===== config.mk =====
export PLATFORM = sky130hd
export DESIGN_NAME = alu_issue_stage
export DESIGN_NICKNAME = d
export VERILOG_FILES = /design/src/rtl/alu_issue_stage_pkg.sv /design/src/rtl/alu_issue_decode.sv /design/src/rtl/alu_issue_stage.sv
export SDC_FILE = /design/constraint.sdc
export NUM_CORES = 1
export LEC_CHECK = 0
export ABC_CLOCK_PERIOD_IN_PS = 4400
export BUFFER_PORTS_ARGS = -buffer_cell sky130_fd_sc_hd__buf_2
export CAP_MARGIN = 20
export CELL_PAD_IN_SITES_DETAIL_PLACEMENT = 1
export CELL_PAD_IN_SITES_GLOBAL_PLACEMENT = 1
export CORE_ASPECT_RATIO = 0.8
export CORE_UTILIZATION = 35
export CTS_CLUSTER_SIZE = 28
export DETAILED_ROUTE_END_ITERATION = 7
export GPL_ROUTABILITY_DRIVEN = 0
export HOLD_SLACK_MARGIN = 0.03
export PLACE_DENSITY = 0.76
export SETUP_SLACK_MARGIN = 0.4
export SLEW_MARGIN = 15
export SYNTH_ARGS = -nofsm -noshare
export SYNTH_HDL_FRONTEND = slang
export SYNTH_SLANG_ARGS = --single-unit

===== constraint.sdc =====
create_clock -name clk -period 4.4 [get_ports clk]
set_input_delay 0.66 -clock clk [delete_from_list [all_inputs] [get_ports clk]]
set_output_delay 0.66 -clock clk [all_outputs]
set_load 0.05 [all_outputs]

===== src/rtl/alu_issue_stage_pkg.sv =====
// Shared encodings for the ALU issue path: MIPS opcode/funct fields, the
// 6-bit ALU function codes consumed by the ALU, and the issued-beat layout.
package alu_issue_stage_pkg;

  localparam int unsigned DATA_W = 32;

  // Primary opcodes (instr[31:26])
  localparam logic [5:0] OP_SPECIAL = 6'b000000;
  localparam logic [5:0] OP_REGIMM  = 6'b000001;
  localparam logic [5:0] OP_BEQ     = 6'b000100;
  localparam logic [5:0] OP_BNE     = 6'b000101;
  localparam logic [5:0] OP_BLEZ    = 6'b000110;
  localparam logic [5:0] OP_BGTZ    = 6'b000111;
  localparam logic [5:0] OP_ADDI    = 6'b001000;
  localparam logic [5:0] OP_ADDIU   = 6'b001001;
  localparam logic [5:0] OP_SLTI    = 6'b001010;
  localparam logic [5:0] OP_ANDI    = 6'b001100;
  localparam logic [5:0] OP_ORI     = 6'b001101;
  localparam logic [5:0] OP_XORI    = 6'b001110;
  localparam logic [5:0] OP_LUI     = 6'b001111;
  localparam logic [5:0] OP_LW      = 6'b100011;
  localparam logic [5:0] OP_SW      = 6'b101011;

  // REGIMM rt field selecting bgez
  localparam logic [4:0] RT_BGEZ = 5'b00001;

  // SPECIAL funct codes (instr[5:0]) that pass straight through as ALU codes
  localparam logic [5:0] FN_SLL  = 6'b000000;
  localparam logic [5:0] FN_SRL  = 6'b000010;
  localparam logic [5:0] FN_SRA  = 6'b000011;
  localparam logic [5:0] FN_SLLV = 6'b000100;
  localparam logic [5:0] FN_SRLV = 6'b000110;
  localparam logic [5:0] FN_MULT = 6'b011000;
  localparam logic [5:0] FN_DIV  = 6'b011010;
  localparam logic [5:0] FN_ADDU = 6'b100001;
  localparam logic [5:0] FN_SUB  = 6'b100010;
  localparam logic [5:0] FN_SUBU = 6'b100011;
  localparam logic [5:0] FN_AND  = 6'b100100;
  localparam logic [5:0] FN_OR   = 6'b100101;
  localparam logic [5:0] FN_XOR  = 6'b100110;
  localparam logic [5:0] FN_NOR  = 6'b100111;
  localparam logic [5:0] FN_SLT  = 6'b101010;

  // ALU function codes
  localparam logic [5:0] ALU_ADDU = 6'b100001;
  localparam logic [5:0] ALU_AND  = 6'b100100;
  localparam logic [5:0] ALU_OR   = 6'b100101;
  localparam logic [5:0] ALU_XOR  = 6'b100110;
  localparam logic [5:0] ALU_SLT  = 6'b101010;
  localparam logic [5:0] ALU_BEQ  = 6'b111000;
  localparam logic [5:0] ALU_BNE  = 6'b111001;
  localparam logic [5:0] ALU_BLEZ = 6'b111010;
  localparam logic [5:0] ALU_BGTZ = 6'b111011;
  localparam logic [5:0] ALU_BGEZ = 6'b111100;
  localparam logic [5:0] ALU_LUI  = 6'b111101;

  // One issued beat as presented to the ALU
  typedef struct packed {
    logic [DATA_W-1:0] in1;
    logic [DATA_W-1:0] in2;
    logic [5:0]        func;
    logic [4:0]        shamt;
    logic              is_branch;
    logic              illegal;
  } issue_beat_t;

  // True for SPECIAL funct codes the ALU executes directly
  function automatic logic rfunct_supported(input logic [5:0] funct);
    case (funct)
      FN_SLL, FN_SRL, FN_SRA, FN_SLLV, FN_SRLV, FN_MULT, FN_DIV,
      FN_ADDU, FN_SUB, FN_SUBU, FN_AND, FN_OR, FN_XOR, FN_NOR,
      FN_SLT:  return 1'b1;
      default: return 1'b0;
    endcase
  endfunction

endpackage


===== src/rtl/alu_issue_decode.sv =====
// Pure combinational decode of a raw MIPS word into ALU operands and
// function code. Unsupported encodings become an ADDU of zeros flagged illegal.
module alu_issue_decode
  import alu_issue_stage_pkg::*;
(
  input  logic [31:0]  instr,
  input  logic [31:0]  rs_val,
  input  logic [31:0]  rt_val,
  output issue_beat_t  beat
);

  logic [5:0]  opcode;
  logic [4:0]  rt_field;
  logic [15:0] imm;
  logic [31:0] imm_sext;
  logic [31:0] imm_zext;
  logic        unused_rs_field;

  assign opcode   = instr[31:26];
  assign rt_field = instr[20:16];
  assign imm      = instr[15:0];
  assign imm_sext = {{16{imm[15]}}, imm};
  assign imm_zext = {16'h0000, imm};

  // Register values arrive already read; the rs index itself is not needed here.
  assign unused_rs_field = ^instr[25:21];

  // Opcode/funct lookup; defaults describe the illegal-instruction beat.
  always_comb begin
    beat           = '0;
    beat.func      = ALU_ADDU;
    beat.shamt     = instr[10:6];
    beat.is_branch = 1'b0;
    beat.illegal   = 1'b0;
    case (opcode)
      OP_SPECIAL: begin
        if (rfunct_supported(instr[5:0])) begin
          beat.in1  = rs_val;
          beat.in2  = rt_val;
          beat.func = instr[5:0];
        end else begin
          beat.illegal = 1'b1;
        end
      end
      OP_ADDI, OP_ADDIU, OP_LW, OP_SW: begin
        beat.in1  = rs_val;
        beat.in2  = imm_sext;
        beat.func = ALU_ADDU;
      end
      OP_SLTI: begin
        beat.in1  = rs_val;
        beat.in2  = imm_sext;
        beat.func = ALU_SLT;
      end
      OP_ANDI: begin
        beat.in1  = rs_val;
        beat.in2  = imm_zext;
        beat.func = ALU_AND;
      end
      OP_ORI: begin
        beat.in1  = rs_val;
        beat.in2  = imm_zext;
        beat.func = ALU_OR;
      end
      OP_XORI: begin
        beat.in1  = rs_val;
        beat.in2  = imm_zext;
        beat.func = ALU_XOR;
      end
      OP_BEQ: begin
        beat.in1       = rs_val;
        beat.in2       = rt_val;
        beat.func      = ALU_BEQ;
        beat.is_branch = 1'b1;
      end
      OP_BNE: begin
        beat.in1       = rs_val;
        beat.in2       = rt_val;
        beat.func      = ALU_BNE;
        beat.is_branch = 1'b1;
      end
      OP_BLEZ: begin
        beat.in1       = rs_val;
        beat.func      = ALU_BLEZ;
        beat.is_branch = 1'b1;
      end
      OP_BGTZ: begin
        beat.in1       = rs_val;
        beat.func      = ALU_BGTZ;
        beat.is_branch = 1'b1;
      end
      OP_REGIMM: begin
        if (rt_field == RT_BGEZ) begin
          beat.in1       = rs_val;
          beat.func      = ALU_BGEZ;
          beat.is_branch = 1'b1;
        end else begin
          beat.illegal = 1'b1;
        end
      end
      OP_LUI: begin
        beat.in2  = imm_zext;
        beat.func = ALU_LUI;
      end
      default: begin
        beat.illegal = 1'b1;
      end
    endcase
  end

endmodule


===== src/rtl/alu_issue_stage.sv =====
// ALU issue stage: decodes the incoming beat and registers it into a main
// output register backed by one skid register, giving 1-cycle latency and
// full throughput under valid/ready flow control.
//
// Handshake: a beat transfers on a rising edge where valid and ready are both
// high; valid never drops and the payload never changes while the beat waits
// for ready. flush overrides every transfer on the edge it is sampled.
module alu_issue_stage
  import alu_issue_stage_pkg::*;
(
  input  logic        clk,
  input  logic        rst_n,
  input  logic        in_valid,
  output logic        in_ready,
  input  logic [31:0] instr,
  input  logic [31:0] rs_val,
  input  logic [31:0] rt_val,
  input  logic        flush,
  output logic        out_valid,
  input  logic        out_ready,
  output logic [31:0] alu_in1,
  output logic [31:0] alu_in2,
  output logic [5:0]  alu_func,
  output logic [4:0]  alu_shamt,
  output logic        is_branch,
  output logic        illegal
);

  issue_beat_t dec_beat;
  issue_beat_t main_q, main_d;
  issue_beat_t skid_q, skid_d;
  logic        out_valid_q, out_valid_d;
  logic        skid_valid_q, skid_valid_d;
  logic        accept;
  logic        main_free;

  alu_issue_decode u_decode (
    .instr  (instr),
    .rs_val (rs_val),
    .rt_val (rt_val),
    .beat   (dec_beat)
  );

  // The skid slot is the only thing that can stall the upstream side.
  assign in_ready  = ~skid_valid_q & rst_n;
  assign accept    = in_valid & in_ready;
  assign main_free = ~out_valid_q | out_ready;

  // Next-state for main/skid: skid drains first so ordering stays FIFO.
  always_comb begin
    main_d       = main_q;
    skid_d       = skid_q;
    out_valid_d  = out_valid_q;
    skid_valid_d = skid_valid_q;
    if (flush) begin
      out_valid_d  = 1'b0;
      skid_valid_d = 1'b0;
    end else if (main_free) begin
      if (skid_valid_q) begin
        main_d       = skid_q;
        out_valid_d  = 1'b1;
        skid_valid_d = 1'b0;
      end else if (accept) begin
        main_d      = dec_beat;
        out_valid_d = 1'b1;
      end else begin
        out_valid_d = 1'b0;
      end
    end else if (accept) begin
      skid_d       = dec_beat;
      skid_valid_d = 1'b1;
    end
  end

  // State registers, all cleared asynchronously by reset.
  always_ff @(posedge clk or negedge rst_n) begin
    if (!rst_n) begin
      main_q       <= '0;
      skid_q       <= '0;
      out_valid_q  <= 1'b0;
      skid_valid_q <= 1'b0;
    end else begin
      main_q       <= main_d;
      skid_q       <= skid_d;
      out_valid_q  <= out_valid_d;
      skid_valid_q <= skid_valid_d;
    end
  end

  assign out_valid = out_valid_q;
  assign alu_in1   = main_q.in1;
  assign alu_in2   = main_q.in2;
  assign alu_func  = main_q.func;
  assign alu_shamt = main_q.shamt;
  assign is_branch = main_q.is_branch;
  assign illegal   = main_q.illegal;

endmodule


After elaboration in Yosys (flattened, before gate mapping)
Memories as Yosys holds them, arrays and structs flattened. Index checks and enable logic that the tools add are counted.

Register bits: 156. Bits in read-only memories: 64. Bits of input ports: 101. Logic and storage cells: 70. Memories kept: 1.

Eq/ne operators: 15. Mux-type cells: 21. Bitwise gates (word level): 7. Reductions and logical operators: 12.

Memory list: (name not given) (words 64, bits a word 1, rd ports 1, clocked after Yosys merged registers in 0, wr ports 0, RTL line alu_issue_stage_pkg.sv:69) `case (funct)`.

Operators by type and width (number): two-way mux 77 bit (2); case mux 32 bit (4 select lines) (1); case mux 32 bit (3 select lines) (1); two-way mux 70 bit (1); case mux 6 bit (11 select lines) (1); == test 6 x 4 -> 1 bit (second input constant) (7); two-way mux 32 bit (1); == test 6 x 3 -> 1 bit (second input constant) (4); OR reduction 13 bit (1); == test 6 bit (second input constant) (2); OR reduction 12 bit (1); two-way mux 1 bit (11); OR reduction 4 bit (2); == test 6 x 1 -> 1 bit (second input constant) (1); zero test 6 bit (1); AND reduction 3 bit (2); == test 5 x 1 -> 1 bit (second input constant) (1); two-way mux 5 bit (1); OR reduction 5 bit (1); NOT 1 bit (4); nonzero test 2 bit (2); case mux 1 bit (3 select lines) (1); nonzero test 3 bit (1); AND 1 bit (2); other kinds (3) (3).

Longest topological paths before layout
Gate-level depths: netlist of run 1.

Depth in word-level cells: 7. Mapped depth: 7. Mapped depth without buffers: 5.

Modules after synthesis
A second synthesis of run 1 with hierarchy kept.

Cell total of the unflattened synthesis: 609. Area, all modules: 8116.5 um2.

Modules (own cells, without submodules): alu_issue_stage (instances 1, cells an instance 421, area an instance 6708.9 um2, sequential area each 3903.7 um2); alu_issue_decode (instances 1, cells an instance 188, area an instance 1407.6 um2, sequential area each 0.0 um2).

Worst setup path after synthesis of run 1
Ideal clock, no wire load.

Path type: reg-to-output. Start point: reg skid_valid_q. End point: out in_ready. Arrival time: 1597 ps. Required time: 3740 ps. Setup slack: 2143 ps. Cell stages (with the launch flop): 5. Buffers on the path: 3. Path through: dfrtp_1 buf_2 clkbuf_1 clkbuf_1 nor2b_1.

Cells in the longest elaborated chain, start to end: 2.

Ends and longest elaborated chain: from (decl) (RTL line alu_issue_stage.sv:33) `logic skid_valid_q, skid_valid_d;`; from (signal assigned) (RTL line alu_issue_stage.sv:86) `skid_valid_q <= skid_valid_d;`; NOT 1 bit (RTL line alu_issue_stage.sv:45) `assign in_ready = ~skid_valid_q & rst_n;`; AND 1 bit (RTL line alu_issue_stage.sv:45); to (decl) (RTL line alu_issue_stage.sv:14) `output logic in_ready,`.

Every way passes these cells.

Worst setup path in the final report of run 1
Start point: in rst_n. End point: reg skid_q[34] (netlist bit).

Cells in the longest elaborated chain, start to end: 3.

Ends and longest elaborated chain: from (decl) (RTL line alu_issue_stage.sv:12) `input logic rst_n,`; AND 1 bit (RTL line alu_issue_stage.sv:45); AND 1 bit (RTL line alu_issue_stage.sv:46) `assign accept = in_valid & in_ready;`; AND reduction 3 bit (no source line); to (signal assigned) (RTL line alu_issue_stage.sv:84) `skid_q <= skid_d;`; to (decl) (RTL line alu_issue_stage.sv:31) `issue_beat_t skid_q, skid_d;`.

Every way passes these cells. A chain may end at the register's enable or synchronous reset.

==> reports/summary.md, run 1 <==
For the number of hold-slack violations in the final timing report, the log shows 0. The number of cells on the worst hold path came out at 2. The startpoint identified for the worst hold timing path is skid_q[10]$_DFFE_PN0P_.

Before antenna repair, the detailed router went through 5 iterations. Max-cap violations in this run came to 0. The share of synthesized registers carrying an async set or reset works out to 1.00.

The signed area change from the synthesized netlist to the final layout was 23.7%. The run gives 0.297 as the worst relative slew slack. The logs give 155 for the pin count of the biggest net entering global routing and 3910 um^2 for the register cell area after layout. The worst register-to-register path has a depth of 5. The worst setup path is launched from a primary input.

Fill cells in the final layout number 2456. Adding up every negative setup slack in the final design gives 0 ns. Wire length on met3: 1.15 mm. Sorting the synthesized cells by area gives the leading types as dfrtp_1, nand2_1, nand3b_1, a31oi_1, a21oi_1. The total wire length is 23.6 mm.

Fraction of synthesized cell area taken by the top area cell type: 0.531. The setup violation total in the final timing report was 0. For the final instance count without filler cells, the log shows 1262.

The setup slack after placement was 1.38 ns; the height of the die was 132 um. In this run, the number of DRC markers left after iteration 0 of detailed routing was 351. The clock tree synthesis step divided the H-tree into 4 levels.

Yosys mapped a number of flops with a built-in enable equal to 0. The number of antenna violations at the first check in global routing was 4. The biggest area contributor in the post-synthesis netlist is dfrtp_1. The maximum net fanout on the critical path was 50. The TritonCTS buffer count was 17; the CTS sink count was 156. For this run, the post-layout net count is 1078. In this run, placement finished with an instance count of 1226. In the final layout, the multi-input gates occupy 3220 um^2. The path class of the lowest-slack min-delay path is flip-flop to flip-flop. For the leakage power summed over all cells, the log shows 3.86 nW. The highest attainable clock frequency was 341 MHz; the count of unresolved DRC violations after routing was 0. Source-to-sink clock delay at the later pin of the worst-skew pair: 0.43 ns. Setup repair after global routing left no endpoint under its margin. For this block, the via count after detailed routing is 6786. Post-synthesis average cell area: 8.80 um^2. Synthesis produced a netlist with a net count of 936. The flow ran to the end, and the final reports show no timing, DRC or antenna violations. The final critical-path required period was 2.93 ns; the number of warnings reported in the yosys synthesis log was 0.

The proportion of synthesized chip area in sequential cells was 0.531. The logs give 0 for the number of nets with antenna violations after detailed routing and 11.2 mm for the length of routed wiring on met1. The dominant synthesized flop cell was dfrtp_1. Period utilization: 0.666. The core footprint is 20600 um^2, and the fraction of layout cells with a size suffix above 1 is 0.236. Dividing total power by cell area gives a power density of 492 nW/um^2.

The number of buffers between clock root and the deepest sink was 2. STA classifies the critical path endpoint as a flip-flop. In the final routed layout, each cell accounts on average for 18.7 um.

After detailed routing, no signal wire sits above met5. For the pin with the worst max-slew slack, the measured transition is 1.06 ns. The average via count per standard cell works out to 5.38. Worst flop-to-flop path endpoint: alu_in2[0]$_DFFE_PN0P_. For this run, the slowest stage of the critical path takes 1.08 ns.

The worst register-to-register path has a setup slack of 1.61 ns. Via count of the first global-routing pass: 7140. The synthesized netlist occupies a cell area of 7350 um^2. The die covers 21600 um^2.

Data required time at the worst endpoint: 4.69 ns. The tools report the number of pins with negative max-slew slack in the final report as 0. The finished cells cover 9100 um^2. The core occupancy in the finished layout is 0.441, and the final clock skew is 0.0106 ns.

After synthesis the netlist holds a flip-flop and latch count of 156. The starting utilization of the core area was 0.356; the floorplan die width was 164 um. The placement row count is 47. The kind of critical path is primary input to flip-flop. Data on the critical path arrives at its endpoint at 3.23 ns. Setup slack closes at 1.47 ns. The sink of the worst hold path is skid_q[10]$_DFFE_PN0P_. The library cell used as clock root buffer is clkbuf_16. The critical path goes through dlygate4sd3_1 -> buf_6 -> nand2_1 -> or4_2 -> nor2_1 -> buf_4 -> a21oi_1. IR analysis of the VDD net gives a maximum drop of 0.267 mV. The global routing usage summed across all routing layers is 0.228. For the HPWL reported at the end of detailed placement, the log shows 14.7 mm. The post-detailed-placement cell area came out at 8470 um^2.

The run gives 44 as the count of unique library cells instantiated by Yosys. TritonCTS built the clock tree. Pin placement for this block handled 180 I/O pins. The worst register-to-register path begins at skid_valid_q$_DFFE_PN0P_. The logs give 0 for the overflow left after global routing and 0 for the count of instances resized after the clock tree is built.

During placement, the flow inserted port buffers numbering 174. The clock transition at the registers of the reported paths was 0.06 ns; the detailed route wirelength on metal2 was 11.0 mm. The slowest stage of the critical path is the or4_2 cell.

The synthesized netlist cell count is 835, and the wire length of the first global-routing pass is 38.4 mm.
==> layout by cell type, fill, tap and decap left out, drive strengths merged, types with 4 or more instances in the layout <==
cell type  count
buf          188
nand2        179
dfrtp        156
o21ai         83
a21oi         81
nor2          76
a31oi         71
nand3b        68
clkbuf        20
inv            7
nand3          5
mux2i          5
nor2b          4
nand2b         4
clkinvlp       4
nor3           4
==> cell usage after synthesis, types with 3 or more instances <==
| cell | instances |
|---|---|
| inv_1 | 4 |
| buf_2 | 11 |
| nor2b_1 | 4 |
| o21ai_0 | 67 |
| nand2_1 | 179 |
| dfrtp_1 | 156 |
| nand3_1 | 5 |
| clkbuf_1 | 47 |
| a31oi_1 | 71 |
| mux2i_1 | 5 |
| a21oi_1 | 80 |
| buf_4 | 3 |
| o21ai_1 | 16 |
| nor2_1 | 76 |
| nor3_1 | 3 |
| buf_1 | 3 |
| nand2b_1 | 4 |
| nand3b_1 | 68 |
==> report_power, final <==
part / total (mW) / internal [mW] / switching, mW
Sequential: 1.80 / 1.67 / 0.126
Clock: 1.55 / 0.916 / 0.636
Combinational: 1.12 / 0.297 / 0.827
Total: 4.48 / 2.89 / 1.59
==> cells by family after synthesis <==
kind of cell / count (synthesis) / synth area share
AOI/OAI and AO/OA: 250 / 0.193
muxes: 5 / 0.00681
DFF: 156 / 0.531
buffers and inverters: 70 / 0.0395
and+or+nand+nor: 354 / 0.229
==> critical path: cells and delay by family <==
kind / cells / cell delay, ns
simple gates: 3 / 1.44
buf+inv: 3 / 0.97
compound gates: 1 / 0.11
==> worst max path at each step <==
stage | startpoint | to | slack [ns]
after floorplan | skid_valid_q$_DFFE_PN0P_ | in_ready | 2.14
after global placement | instr[17] | alu_in1[7]$_DFFE_PN0P_ | 1.47
after detailed placement | instr[17] | alu_in1[10]$_DFFE_PN0P_ | 1.38
after CTS | rst_n | skid_q[34]$_DFFE_PN0P_ | 1.50
after global routing | rst_n | skid_q[33]$_DFFE_PN0P_ | 1.35
final | rst_n | skid_q[34]$_DFFE_PN0P_ | 1.47
==> timing repair <==
action / CTS / global route
hold buffers: 1 / 0
hold endpoints to repair: 2 / 0
buffers inserted: 0 / 0
==> routing by layer <==
layer,vias up,global-route usage
li1,3213,-
met1,3361,0.316
met2,192,0.363
met3,18,0.0429
met4,2,0.0643
met5,-,0
==> cell type report <==
class / count / area share
antenna: 3 / 0.000825
clock buffer: 20 / 0.0491
clock inverter: 12 / 0.0179
inverter: 4 / 0.00165
multi-input combinational: 609 / 0.354
sequential: 156 / 0.430
tap: 269 / 0.0370
timing repair buffer: 189 / 0.110
==> state kept, by name, indices dropped and copies added, names as in the netlist <==
register and count:
alu_func 6, alu_in1 32, alu_in2 32, alu_shamt 5, illegal 1, is_branch 1, out_valid 1, skid_q 77
skid_valid_q 1
==> per-stage QoR <==
| stage | hold slack [ns] | total power [mW] |
|---|---|---|
| 2_1_floorplan | 0.364 | 2.59 |
| 4_1_cts | 0.458 | 4.53 |
| 5_1_grt | 0.485 | 4.68 |
| 3_5_place_dp | 0.467 | 2.95 |
| 3_3_place_gp | 0.456 | 2.92 |
| 6_report | 0.478 | 4.48 |
No activity file was read; power rests on OpenSTA's default activity.
==> run 2: changes to the inputs <==
--- a/config.mk
+++ b/config.mk
@@ -5,7 +5,7 @@
 export SDC_FILE = /design/constraint.sdc
 export NUM_CORES = 1
 export LEC_CHECK = 0
-export ABC_CLOCK_PERIOD_IN_PS = 4400
+export ABC_CLOCK_PERIOD_IN_PS = 2400
 export BUFFER_PORTS_ARGS = -buffer_cell sky130_fd_sc_hd__buf_2
 export CAP_MARGIN = 20
 export CELL_PAD_IN_SITES_DETAIL_PLACEMENT = 1
@@ -16,7 +16,7 @@
 export DETAILED_ROUTE_END_ITERATION = 7
 export GPL_ROUTABILITY_DRIVEN = 0
 export HOLD_SLACK_MARGIN = 0.03
-export PLACE_DENSITY = 0.76
+export PLACE_DENSITY = 0.79
 export SETUP_SLACK_MARGIN = 0.4
 export SLEW_MARGIN = 15
 export SYNTH_ARGS = -nofsm -noshare
==> constraint.sdc (replaced) <==
create_clock -name clk -period 2.4 [get_ports clk]
set_input_delay 0.36 -clock clk [delete_from_list [all_inputs] [get_ports clk]]
set_output_delay 0.36 -clock clk [all_outputs]
set_load 0.05 [all_outputs]
==> run 2 against run 1 <==
Sequential cell count unchanged. Final cell count increased by 0.71%. Register-to-register slack got worse by 1.0 ns. Wire length decreased by 1.9%. Total power increased by 83%. Final area increased by 2.6%. Largest cell class unchanged.
==> reports/summary.md, run 2 (synthesis results as in run 1) <==
The launching element of the worst setup path is skid_valid_q$_DFFE_PN0P_. The number of nets with antenna violations after detailed routing is 0, and the floorplan die width is 164 um. In this run the deepest clock path goes through 2 buffers.

The final critical-path required period was 1.93 ns; the clock transition at the registers of the reported paths was 0.07 ns. The starting utilization of the core area is 0.356, and the combinational power share is 0.254. The routed wire length per instance works out to 18.2 um. The post-route setup TNS was 0 ns.

STA classifies the critical path endpoint as an output port. The proportion of power drawn by flip-flops and latches came out at 0.403. The run finished with clean final reports. Entering global routing, the biggest net connects 140 pins. For the final database, setup skew stands at 0.0176 ns.

In this run the critical register-to-register path is captured at skid_q[29]$_DFFE_PN0P_. The fraction of power spent switching nets was 0.353; the number of hold-slack violations in the final timing report was 0. The tightest hold path in the finished design has a slack of 0.183 ns. The capturing instance or port of the critical path was in_ready.

Counting cells, the worst reg-to-reg path comes to 5. For this block, the initial DRC count from the detailed router was 453. The first global-routing pass estimated 37.3 mm of wire. Across all register-to-register paths, the minimum setup slack is 0.59 ns. The detailed router placed 6780 vias in this run. The layer flagged by global routing as most heavily used is met2.

Setup violation total in the final timing report: 0. The run gives 5.30 mW as the cell-internal power. In the routed design, unresolved DRC markers number 0. The run gives 3250 um^2 as the area of the multi-input gates. In this run the cell area measured after placement is 8600 um^2. Summing internal, switching and leakage power gives 8.20 mW. The tools report the maximum VDD drop as 0.421 mV. For the worst relative slew slack, the log shows 0.497. The analysis attributes to cell leakage a power of 3.97 nW. Register with the most flip-flops: skid_q. The clock net in this run drives a total of 156 sinks.

The final layout contains routed wiring with a total length of 23.1 mm. The finished cells cover 9340 um^2. The startpoint of the lowest-slack register-to-register path was skid_valid_q$_DFFE_PN0P_. The die covers 21600 um^2.

The most common cell after layout, fill and taps aside was nand2_1. For the met2 demand-to-capacity share in global routing, the log shows 0.341. Detailed placement finished with a half-perimeter wire length of 15.1 mm. I/O pin total: 180. The signal arrival time at the worst endpoint was 1.57 ns; the actual transition at the worst max-transition pin was 0.754 ns. Derived from the worst setup path, the maximum achievable clock frequency is 518 MHz. The path class of the lowest-slack min-delay path is primary input to flip-flop. After detailed routing, the number of vias per cell comes to 5.33. Setup repair after global routing left no endpoint under its margin.

In the layout the commonest cells are nand2_1, buf_2, dfrtp_1. From synthesis to final layout, the design area changed by 27.0%. The run gives 0.318 as the met1 usage.

The tools report the source-to-sink clock delay at the later pin of the worst-skew pair as 0.43 ns. The final layout contains 1089 nets. Period utilization: 0.805.

The register cell area after layout was 3910 um^2; the maximum net fanout on the critical path was 33. Kind of critical path: flip-flop to output port. The core occupancy in the finished layout was 0.452; the number of maximum-capacitance constraint violations was 0. The floorplan step set the die height to 132 um.

For the global routing usage summed across all routing layers, the log shows 0.223. For the final-layout fill cell count, the log shows 2451. The global routing met3 resource utilization came out at 0.0511. The via count of the first global-routing pass is 6938.

The number of antenna violations at the first check in global routing came out at 1. Clock tree synthesis inserted a total of 17 buffers. In this run the tool buffered the top-level ports with 174 buffer cells. The number of placed instances, taps included, is 1235.

Prior to clock tree synthesis, the placed netlist has a worst setup slack of 0.315 ns. The tools report the clock group share of total power as 0.344. TritonCTS built the clock tree. The total overflow left after global routing is 0. For this design the total switching power over the nets is 2.90 mW. Across all setup checks in the final design, the least slack found is 0.469 ns.

The flip-flop count of the largest register after layout was 77; the first-pass iteration count of the detailed router was 5. The tools report the CTS H-tree depth as 4. The kind of start point of the critical path was a flip-flop. The root buffer cell chosen for the clock tree is clkbuf_16. Dividing total power by cell area gives a power density of 878 nW/um^2. The count of cells in the finished layout, fillers not included, comes to 1271.

The region available for standard cell placement spans 20600 um^2. The fraction of layout cells with a size suffix above 1 came out at 0.252. Row generation in the floorplan step produced 47 rows. The data required time at the worst endpoint was 2.04 ns; the number of pins with negative max-slew slack in the final report was 0.
-- run 2: cell types whose count changed in the layout (fill, tap and decap cells not counted), moves of 2 or more --
cell	delta
buf_12	+7
clkbuf_1	-2
a21oi_2	+3
buf_6	+4
clkinv_4	+2
a21oi_1	-3
-- run 2: critical path, stage by stage, from the launching register on --
cell and delay [ns]:
dfrtp_4 0.50, buf_12 0.17, buf_16 0.18, nor2b_4 0.14, buf_8 0.15
-- run 2: timing repair --
action,4_1_cts,5_1_grt
hold buffers,1,0
endpoints found under the hold margin,17,0
pin swaps,0,0
resized for setup,8,17
buffers inserted,2,0
endpoints found under the setup margin,3,84
-- run 2: power groups by stage --
stage	sequential [mW]	clock, mW	combinational (mW)
3_5_place_dp	3.35	0	2.08
2_1_floorplan	4.19	0	0.569
5_1_grt	3.36	3.00	2.24
6_report	3.30	2.82	2.08
3_3_place_gp	3.32	0	2.04
4_1_cts	3.30	2.89	2.09
-- run 2: how the worst min path moves through the flow --
| stage | slack [ns] | start | depth (start not counted) | endpoint |
|---|---|---|---|---|
| after floorplan | 0.06 | rst_n | 0 | alu_func[0]$_DFFE_PN0P_ |
| after global placement | 0.41 | rst_n | 2 | skid_valid_q$_DFFE_PN0P_ |
| after detailed placement | 0.40 | rst_n | 2 | skid_valid_q$_DFFE_PN0P_ |
| after CTS | 0.16 | rs_val[22] | 3 | skid_q[67]$_DFFE_PN0P_ |
| after global routing | 0.17 | instr[6] | 3 | skid_q[2]$_DFFE_PN0P_ |
| final | 0.18 | rt_val[26] | 3 | alu_in2[26]$_DFFE_PN0P_ |
-- run 2: layout make-up --
cell class | count | share of cell area
flip-flops and latches | 156 | 0.419
repair buffers | 200 | 0.131
diodes | 2 | 0.000536
inverters | 4 | 0.00161
multi-input cells | 609 | 0.348
clock inverters | 13 | 0.0178
well taps | 269 | 0.0360
clock buffers | 18 | 0.0470
-- run 2: layer usage --
layer / part of all wire / vias up / wire length, um
met1: 0.49 / 3365 / 11300
met4: 0.0096 / 2 / 223
li1: - / 3236 / -
met5: 0.00035 / - / 8
met3: 0.047 / 13 / 1100
met2: 0.45 / 164 / 10500
